[src/rtl/uart_alu_cmd_sender.sv]
// uart_alu_cmd_sender
//   Host side of the UART calculator link. On an accepted start it captures
//   two operands and an ALU command, then sends them as a 5-byte frame through
//   the uart_basic transmitter. The frame is OP1 low byte, OP1 high byte,
//   OP2 low byte, OP2 high byte, then {6'b0, alu_ctrl}. After the frame it
//   waits for the 2-byte result, low byte first. Each result byte has its own
//   timeout window.
//
// Parameters
//   TIMEOUT_CYCLES : clk cycles allowed per result byte before timeout_err
//   N_BITS         : operand/result width; the framing assumes 16
//
// Ports
//   clk, reset     : clock; synchronous active-high reset
//   start          : 1-cycle request, honoured only when idle and not busy
//   op1, op2       : operands, captured on an accepted start
//   alu_ctrl       : ALU command, captured on an accepted start
//   busy           : high from the accepted start through the done/timeout pulse
//   done           : 1-cycle pulse; result holds the new value
//   timeout_err    : 1-cycle pulse; a result byte did not arrive in time
//   result         : last received result; held until the next done
//   tx_start       : 1-cycle send request to uart_basic
//   tx_data        : byte to send; stable while tx_start is high
//   tx_busy        : uart_basic transmitter busy
//   rx_data        : received byte from uart_basic
//   rx_ready       : 1-cycle pulse; rx_data is valid
module uart_alu_cmd_sender #(
    parameter int unsigned TIMEOUT_CYCLES = 1_000_000,
    parameter int unsigned N_BITS         = 16
) (
    input  logic              clk,
    input  logic              reset,
    input  logic              start,
    input  logic [N_BITS-1:0] op1,
    input  logic [N_BITS-1:0] op2,
    input  logic [1:0]        alu_ctrl,
    output logic              busy,
    output logic              done,
    output logic              timeout_err,
    output logic [N_BITS-1:0] result,
    output logic              tx_start,
    output logic [7:0]        tx_data,
    input  logic              tx_busy,
    input  logic [7:0]        rx_data,
    input  logic              rx_ready
);

    localparam int unsigned CNT_W = $clog2(TIMEOUT_CYCLES) + 1;
    localparam logic [CNT_W-1:0] CNT_TC = CNT_W'(TIMEOUT_CYCLES - 1);

    typedef enum logic [2:0] {
        S_IDLE,
        S_TX_WAIT,
        S_TX_ARM,
        S_TX_DRAIN,
        S_RX_LO,
        S_RX_HI
    } state_t;

    state_t            state_q, state_d;
    logic [N_BITS-1:0] op1_q, op1_d;
    logic [N_BITS-1:0] op2_q, op2_d;
    logic [1:0]        ctrl_q, ctrl_d;
    logic [2:0]        idx_q, idx_d;
    logic [CNT_W-1:0]  cnt_q, cnt_d;
    logic [7:0]        res_lo_q, res_lo_d;
    logic [N_BITS-1:0] result_q, result_d;
    logic              busy_q, busy_d;
    logic              done_q, done_d;
    logic              timeout_q, timeout_d;
    logic              tx_start_q, tx_start_d;
    logic [7:0]        tx_data_q, tx_data_d;
    logic [7:0]        frame_byte;

    // Byte of the outgoing frame selected by the current index (LSB first).
    always_comb begin
        case (idx_q)
            3'd0:    frame_byte = op1_q[7:0];
            3'd1:    frame_byte = op1_q[15:8];
            3'd2:    frame_byte = op2_q[7:0];
            3'd3:    frame_byte = op2_q[15:8];
            default: frame_byte = {6'b0, ctrl_q};
        endcase
    end

    always_ff @(posedge clk) begin
        if (reset) begin
            state_q    <= S_IDLE;
            op1_q      <= '0;
            op2_q      <= '0;
            ctrl_q     <= '0;
            idx_q      <= '0;
            cnt_q      <= '0;
            res_lo_q   <= '0;
            result_q   <= '0;
            busy_q     <= 1'b0;
            done_q     <= 1'b0;
            timeout_q  <= 1'b0;
            tx_start_q <= 1'b0;
            tx_data_q  <= '0;
        end else begin
            state_q    <= state_d;
            op1_q      <= op1_d;
            op2_q      <= op2_d;
            ctrl_q     <= ctrl_d;
            idx_q      <= idx_d;
            cnt_q      <= cnt_d;
            res_lo_q   <= res_lo_d;
            result_q   <= result_d;
            busy_q     <= busy_d;
            done_q     <= done_d;
            timeout_q  <= timeout_d;
            tx_start_q <= tx_start_d;
            tx_data_q  <= tx_data_d;
        end
    end

    always_comb begin
        state_d    = state_q;
        op1_d      = op1_q;
        op2_d      = op2_q;
        ctrl_d     = ctrl_q;
        idx_d      = idx_q;
        cnt_d      = cnt_q;
        res_lo_d   = res_lo_q;
        result_d   = result_q;
        busy_d     = busy_q;
        done_d     = 1'b0;
        timeout_d  = 1'b0;
        tx_start_d = 1'b0;
        tx_data_d  = tx_data_q;

        case (state_q)
            S_IDLE: begin
                // busy_q is still high during the done/timeout pulse cycle.
                // A start in that cycle is ignored, and busy then drops.
                busy_d = 1'b0;
                if (start && !busy_q) begin
                    op1_d   = op1;
                    op2_d   = op2;
                    ctrl_d  = alu_ctrl;
                    idx_d   = '0;
                    busy_d  = 1'b1;
                    state_d = S_TX_WAIT;
                end
            end
            S_TX_WAIT: begin
                if (!tx_busy) begin
                    tx_data_d  = frame_byte;
                    tx_start_d = 1'b1;
                    state_d    = S_TX_ARM;
                end
            end
            // uart_basic raises tx_busy only after it sees tx_start. This guard
            // cycle keeps the drain check from treating that gap as completion.
            S_TX_ARM: begin
                state_d = S_TX_DRAIN;
            end
            S_TX_DRAIN: begin
                if (!tx_busy) begin
                    if (idx_q == 3'd4) begin
                        cnt_d   = '0;
                        state_d = S_RX_LO;
                    end else begin
                        idx_d   = idx_q + 3'd1;
                        state_d = S_TX_WAIT;
                    end
                end
            end
            // A byte that arrives on the terminal-count cycle is still accepted.
            S_RX_LO: begin
                if (rx_ready) begin
                    res_lo_d = rx_data;
                    cnt_d    = '0;
                    state_d  = S_RX_HI;
                end else if (cnt_q == CNT_TC) begin
                    timeout_d = 1'b1;
                    state_d   = S_IDLE;
                end else begin
                    cnt_d = cnt_q + 1'b1;
                end
            end
            S_RX_HI: begin
                if (rx_ready) begin
                    result_d = {rx_data, res_lo_q};
                    done_d   = 1'b1;
                    state_d  = S_IDLE;
                end else if (cnt_q == CNT_TC) begin
                    timeout_d = 1'b1;
                    state_d   = S_IDLE;
                end else begin
                    cnt_d = cnt_q + 1'b1;
                end
            end
            default: begin
                state_d = S_IDLE;
            end
        endcase
    end

    assign busy        = busy_q;
    assign done        = done_q;
    assign timeout_err = timeout_q;
    assign result      = result_q;
    assign tx_start    = tx_start_q;
    assign tx_data     = tx_data_q;

endmodule
[config.mk]
export PLATFORM = sky130hd
export DESIGN_NAME = uart_alu_cmd_sender
export DESIGN_NICKNAME = d
export VERILOG_FILES = /design/src/rtl/uart_alu_cmd_sender.sv
export SDC_FILE = /design/constraint.sdc
export NUM_CORES = 1
export LEC_CHECK = 0
export BUFFER_PORTS_ARGS = -buffer_cell sky130_fd_sc_hd__buf_2
export CAP_MARGIN = 40
export CELL_PAD_IN_SITES_DETAIL_PLACEMENT = 1
export CELL_PAD_IN_SITES_GLOBAL_PLACEMENT = 1
export CORE_UTILIZATION = 30
export DETAILED_ROUTE_END_ITERATION = 6
export GPL_ROUTABILITY_DRIVEN = 0
export HOLD_SLACK_MARGIN = 0.05
export PLACE_DENSITY_LB_ADDON = 0.2
export SLEW_MARGIN = 5
export SYNTH_ARGS = -nofsm -noshare
export SYNTH_HDL_FRONTEND = slang
export SYNTH_SLANG_ARGS = --single-unit
export TNS_END_PERCENT = 100
[constraint.sdc]
create_clock -name clk -period 3.85 [get_ports clk]
set_input_delay 0.77 -clock clk [delete_from_list [all_inputs] [get_ports clk]]
set_output_delay 0.77 -clock clk [all_outputs]
set_load 0.1 [all_outputs]
==> results of run 1 <==
## final timing paths
| path | cells after the start | end | startpoint | slack [ns] |
|---|---|---|---|---|
| max | 7 | cnt_q[18] | idx_q[0] | 1.29 |
| min | 2 | result[3] | result[3] | 0.45 |
| max reg2reg | 7 | cnt_q[18] | idx_q[0] | 1.29 |
| min reg2reg | 2 | result[3] | result[3] | 0.45 |
## report_power, final
group	leakage (nW)	total, mW	switching, mW	internal [mW]
Combinational	0.896	0.439	0.316	0.123
Sequential	0.787	1.13	0.0538	1.07
Clock	0.142	0.913	0.394	0.519
## final cells by class
class / count / share of cell area
multi-input combinational: 374 / 0.412
timing repair buffer: 79 / 0.0836
clock inverter: 5 / 0.0112
antenna: 1 / 0.000508
sequential: 97 / 0.395
tap: 176 / 0.0447
clock buffer: 11 / 0.0493
inverter: 5 / 0.00381
## synthesized netlist by cell type (all sizes together) (2+ instances only)
| master | n | area, µm² |
|---|---|---|
| a211oi | 8 | 60.1 |
| a21oi | 78 | 390 |
| a221oi | 2 | 17.5 |
| a222oi | 8 | 80.1 |
| a31oi | 2 | 12.5 |
| and2 | 3 | 18.8 |
| and3 | 3 | 18.8 |
| and4 | 3 | 27.5 |
| buf | 13 | 78.8 |
| clkbuf | 23 | 86.3 |
| dfxtp | 97 | 1940 |
| ha | 6 | 75.1 |
| inv | 5 | 18.8 |
| mux2i | 2 | 20.0 |
| nand2 | 137 | 522 |
| nand2b | 3 | 18.8 |
| nand3 | 10 | 50.1 |
| nand4 | 6 | 52.6 |
| nor2 | 33 | 124 |
| nor2b | 7 | 51.3 |
| nor3 | 5 | 25.0 |
| nor3b | 2 | 20.0 |
| nor4 | 7 | 43.8 |
| nor4b | 2 | 17.5 |
| o211ai | 5 | 37.5 |
| o21ai | 8 | 40.0 |
| o31ai | 2 | 15.0 |
| or3 | 7 | 43.8 |
| or4 | 5 | 37.5 |
| xnor2 | 8 | 70.1 |
| xor2 | 2 | 17.5 |
## layer usage
metal | vias to the layer above | global-route usage | part of all wire
li1 | 1887 | - | -
met5 | - | 0 | 0
met1 | 1781 | 0.204 | 0.44
met4 | 0 | 0.0672 | 0.020
met2 | 69 | 0.271 | 0.49
met3 | 17 | 0.0475 | 0.046
## critical path, cell delays in order (launching register included)
cell and delay [ns]:
dfxtp_1 0.40, inv_1 0.08, ha_1 0.35, and2_1 0.31
a31oi_1 0.19, nand2_1 0.44, or4_1 0.65, nand2_1 0.08
## registers in the layout (all words and copies together) (netlist names)
signal / cells
state_q: 3
cnt_q: 21
done: 1
op1_q: 16
result: 16
ctrl_q: 2
timeout_err: 1
tx_data: 8
op2_q: 16
res_lo_q: 8
busy: 1
idx_q: 3
tx_start: 1
## cell families (layout without fill, tap and decap cells)
| logic type | Yosys count | count (layout) |
|---|---|---|
| flops | 97 | 97 |
| mux | 2 | 2 |
| other cells | 0 | 1 |
| simple gates | 236 | 236 |
| xor+xnor | 10 | 10 |
| buf+inv | 41 | 100 |
| compound gates | 120 | 120 |
| fa+ha+maj | 6 | 6 |
## cells in the final DEF (no fill, tap or decap), drive strengths merged, types with 5 or more instances in the layout
cell type / Yosys / routed
a211oi: 8 / 8
a21oi: 78 / 78
a222oi: 8 / 8
buf: 13 / 79
clkbuf: 23 / 11
dfxtp: 97 / 97
ha: 6 / 6
inv: 5 / 5
nand2: 137 / 137
nand3: 10 / 10
nand4: 6 / 6
nor2: 33 / 33
nor2b: 7 / 7
nor3: 5 / 5
nor4: 7 / 7
o211ai: 5 / 5
o21ai: 8 / 8
or3: 7 / 7
or4: 5 / 5
xnor2: 8 / 8
## stage by stage
stage,area (µm²),hold WS (ns),utilization
floorplan,4150,0.432,-
global placement,4600,0.438,0.345
detailed placement,4610,0.447,0.346
CTS,4910,0.456,0.368
global route,4920,0.468,0.369
finish,4920,0.452,0.369
==> reports/qor.csv, run 1 <==
metric;value;unit
post-synthesis simple-gate area fraction;0.265;
global-route wire length before repair;18700;µm
Total GRT Usage;0.166;
Setup crit start kind;flop;
status;completed;
DR vias/cell;5.02;
Synth Register Bits;97;
Area growth, synth to finish;18.5;%
Routed Antenna Nets;0;
largest net degree at the start of global routing;80;
Die X;120;µm
Bufs on Longest Clock Path;2;
I/O pin total;75;
largest family of logic cells by synthesized area;simple AND/OR/NAND/NOR gates;
post-DP HPWL;7740;µm
# Post-CTS Setup Buffers;0;
Layout Skew;0.00749;ns
core area;13300;µm²
IO Port Bufs;74;
post-synthesis compound-gate area fraction;0.180;
XOR/XNOR Fraction of Synth Area;0.0211;
Wirelength per Cell;14.8;µm
ys async rst share;0;
Peak Freq;0.390;GHz
clk sinks;97;
Core Rows;42;
die area;14300;µm²
Power Density;504;nW/µm²
critical path class;flop to flop;
mux cell area share after synthesis;0.00482;
Synth cell types;49;
# resized after CTS;0;
final WL;11100;µm
NumNets Final;619;
Rel. slew slack;0.432;
clock buffer count from CTS;9;
via count;3754;
Crit. End Element;flop;
Cells after DPL;730;
Final min period;2.56;ns
Power, Total;2.48;mW
total grt overflow;0;
slew at the pin closest to its max-slew limit;0.852;ns
multi-input logic area;2030;µm²
Avg Cell Area, Syn;8.11;µm²
clk slew on worst S/H paths;0.07;ns
Post-Synthesis Cells;512;
CP arrival;2.87;ns
Root Driver;clkbuf_16;
# fillers;1666;
first-pass detailed-route iteration total;6;
Ys Warns;0;
fin. max-slew vios;0;
setup ws final;1.29;ns
number of global-route vias before repair;3727;
die height;120;µm
dpl ws;1.10;ns
RSZ-0062 raised after global routing;false;
fin cells;748;
H-tree Lvls;3;
HP Class;flop to flop;
Synth Area in Adders;0.0181;
Main synth FF type;dfxtp_1;
Clock Latency Late Sink;0.36;ns
Netlist Area Pre-Place;4150;µm²
MaxCap Viol Count;0;
Final period util;0.666;
initial antenna violation count;1;
CP max FO;20;
Peak VDD IR;0.369;mV
TritonCTS clock tree;built;
syn nets;565;
number of synthesized flops with an enable pin;0;
share of the yosys chip area belonging to registers;0.468;
endpoints failing setup;0;
final setup TNS;0;ns
Leak;1.82;nW
hold buffer count at CTS;0;
Critical Path RT;4.15;ns
Reg area;1940;µm²
Post-route DRC;0;
final hold violations;0;
starting density of the core;0.311;
Starting DRT DRC Count;170;
layout cell share with drive strength beyond 1;0.182;
Power figures use the tool's default switching activity.
==> run 2, diff against run 1 <==
- clock period: 3.85 -> 2.54 ns (I/O delays scaled with it)
==> run 2 against run 1 <==
  * Combinational power grew 60%
  * Worst hold slack lost 0.058 ns
  * Register-to-register slack lost 0.85 ns
  * Total power grew 56%
  * Utilization grew 0.75 points
  * Design area grew 2.0%
  * Cell count grew 1.3%
  * Sequential share of layout area shrank 0.79 points
  * Critical endpoint unchanged
  * Largest power group unchanged
==> reports/qor.csv, run 2 (same netlist as run 1, synthesis figures left out) <==
metric;value;unit
final WL;11300;µm
Rel. slew slack;0.663;
clk slew on worst S/H paths;0.07;ns
RR Endpoint;cnt_q[18];
Area growth, synth to finish;20.9;%
Total GRT Usage;0.164;
final setup TNS;0;ns
core area;13300;µm²
H-tree Lvls;3;
Die X;120;µm
Critical Path Source;idx_q[0];
TritonCTS clock tree;built;
hold buffer count at CTS;0;
clk sinks;97;
Root Driver;clkbuf_16;
fin cells;758;
dpl ws;0.424;ns
most frequent cells in the layout;136 x nand2_1, 97 x dfxtp_1, 78 x a21oi_1, 74 x buf_2, 33 x nor2_1;
MaxCap Viol Count;0;
final instance area;5020;µm²
total grt overflow;0;
Worst R2R Path Depth;7;
first-pass detailed-route iteration total;6;
global-route wire length before repair;18600;µm
starting density of the core;0.311;
I/O pin total;75;
Wirelength per Cell;14.9;µm
IO Port Bufs;74;
CP arrival;2.40;ns
Final period util;0.828;
max reg flops;21;
DR vias/cell;4.97;
final hold violations;0;
NumNets Final;630;
fin. max-slew vios;0;
Crit. End Element;flop;
Power, Total;3.87;mW
Largest Register;cnt_q;
worst r2r src;idx_q[0];
worst hold path depth;3;
die area;14300;µm²
HP Class;input pin to flop;
Layout Skew;0.00478;ns
Bufs on Longest Clock Path;2;
commonest non-fill, non-tap cell in the layout;nand2_1;
largest net degree at the start of global routing;35;
Starting DRT DRC Count;132;
critical path class;flop to flop;
Worst R2R Setup Slack;0.44;ns
status;completed;
slew at the pin closest to its max-slew limit;0.510;ns
via count;3764;
clock buffer count from CTS;9;
Power Density;771;nW/µm²
placed cell areas;4700;µm²
Critical Path RT;2.83;ns
# Post-CTS Setup Buffers;0;
layout cell share with drive strength beyond 1;0.196;
Critical Path Sink;cnt_q[18];
die height;120;µm
Peak VDD IR;0.315;mV
# resized after CTS;0;
post-DP HPWL;8130;µm
setup ws final;0.436;ns
Core Rows;42;
Peak Freq;0.475;GHz
Leak;1.89;nW
hold path startpoint;op1[2];
Post-route DRC;0;
endpoints failing setup;0;
initial antenna violation count;1;
RSZ-0062 raised after global routing;false;
Clock Latency Late Sink;0.35;ns
Final min period;2.10;ns
Routed Antenna Nets;0;
Cells after DPL;742;
Setup crit start kind;flop;
CP max FO;9;
number of global-route vias before repair;3828;
-- run 2: cell count changes in the layout (fill, tap and decap cells not counted) --
cell        before  now
buf_4            4   16
bufinv_16        1    2
clkinvlp_4       2    1
inv_6            0    1
buf_6            1    0
clkinv_2         2    0
-- run 2: cell type report --
cell class | instances | area [µm²]
inverters | 5 | 18.8
clock buffers | 11 | 243
multi-input cells | 374 | 2030
clock inverters | 4 | 76.3
well taps | 176 | 220
diodes | 1 | 2.50
repair buffers | 90 | 490
flip-flops and latches | 97 | 1940
fillers | 1638 | 8330
-- run 2: through the flow --
step,utilization,hold slack (ns)
final,0.376,0.394
after global routing,0.376,0.398
after CTS,0.376,0.382
after detailed placement,0.352,0.447
after global placement,0.352,0.442
after floorplan,-,0.432
-- run 2: worst max-delay path, stage by stage, from the launching register on --
cell     delay [ns]
dfxtp_1        0.41
inv_1          0.09
ha_1           0.22
and2_1         0.24
a31oi_1        0.19
nand2_1        0.24
or4_1          0.57
nand2_1        0.08
-- run 2: power by group --
part           switching [mW]  internal, mW  leakage (nW)  total, mW
Clock                   0.588         0.888         0.152       1.48
Sequential             0.0680          1.63         0.787       1.70
Combinational           0.502         0.199         0.951      0.701
Total                    1.16          2.72          1.89       3.87
-- run 2: how the worst min path moves through the flow --
stage | to | slack, ns
floorplan | result[0] | 0.43
global placement | result[9] | 0.44
detailed placement | result[8] | 0.45
CTS | ctrl_q[0] | 0.38
global route | op2_q[13] | 0.40
finish | op1_q[2] | 0.39
-- run 2: routing by layer --
layer  vias to the layer above  track usage  wire (µm)
li1                       1902            -          -
met1                      1793        0.204       5200
met2                        59        0.276       5510
met3                        10       0.0309        381
met4                         0       0.0727        208
met5                         -            0          0
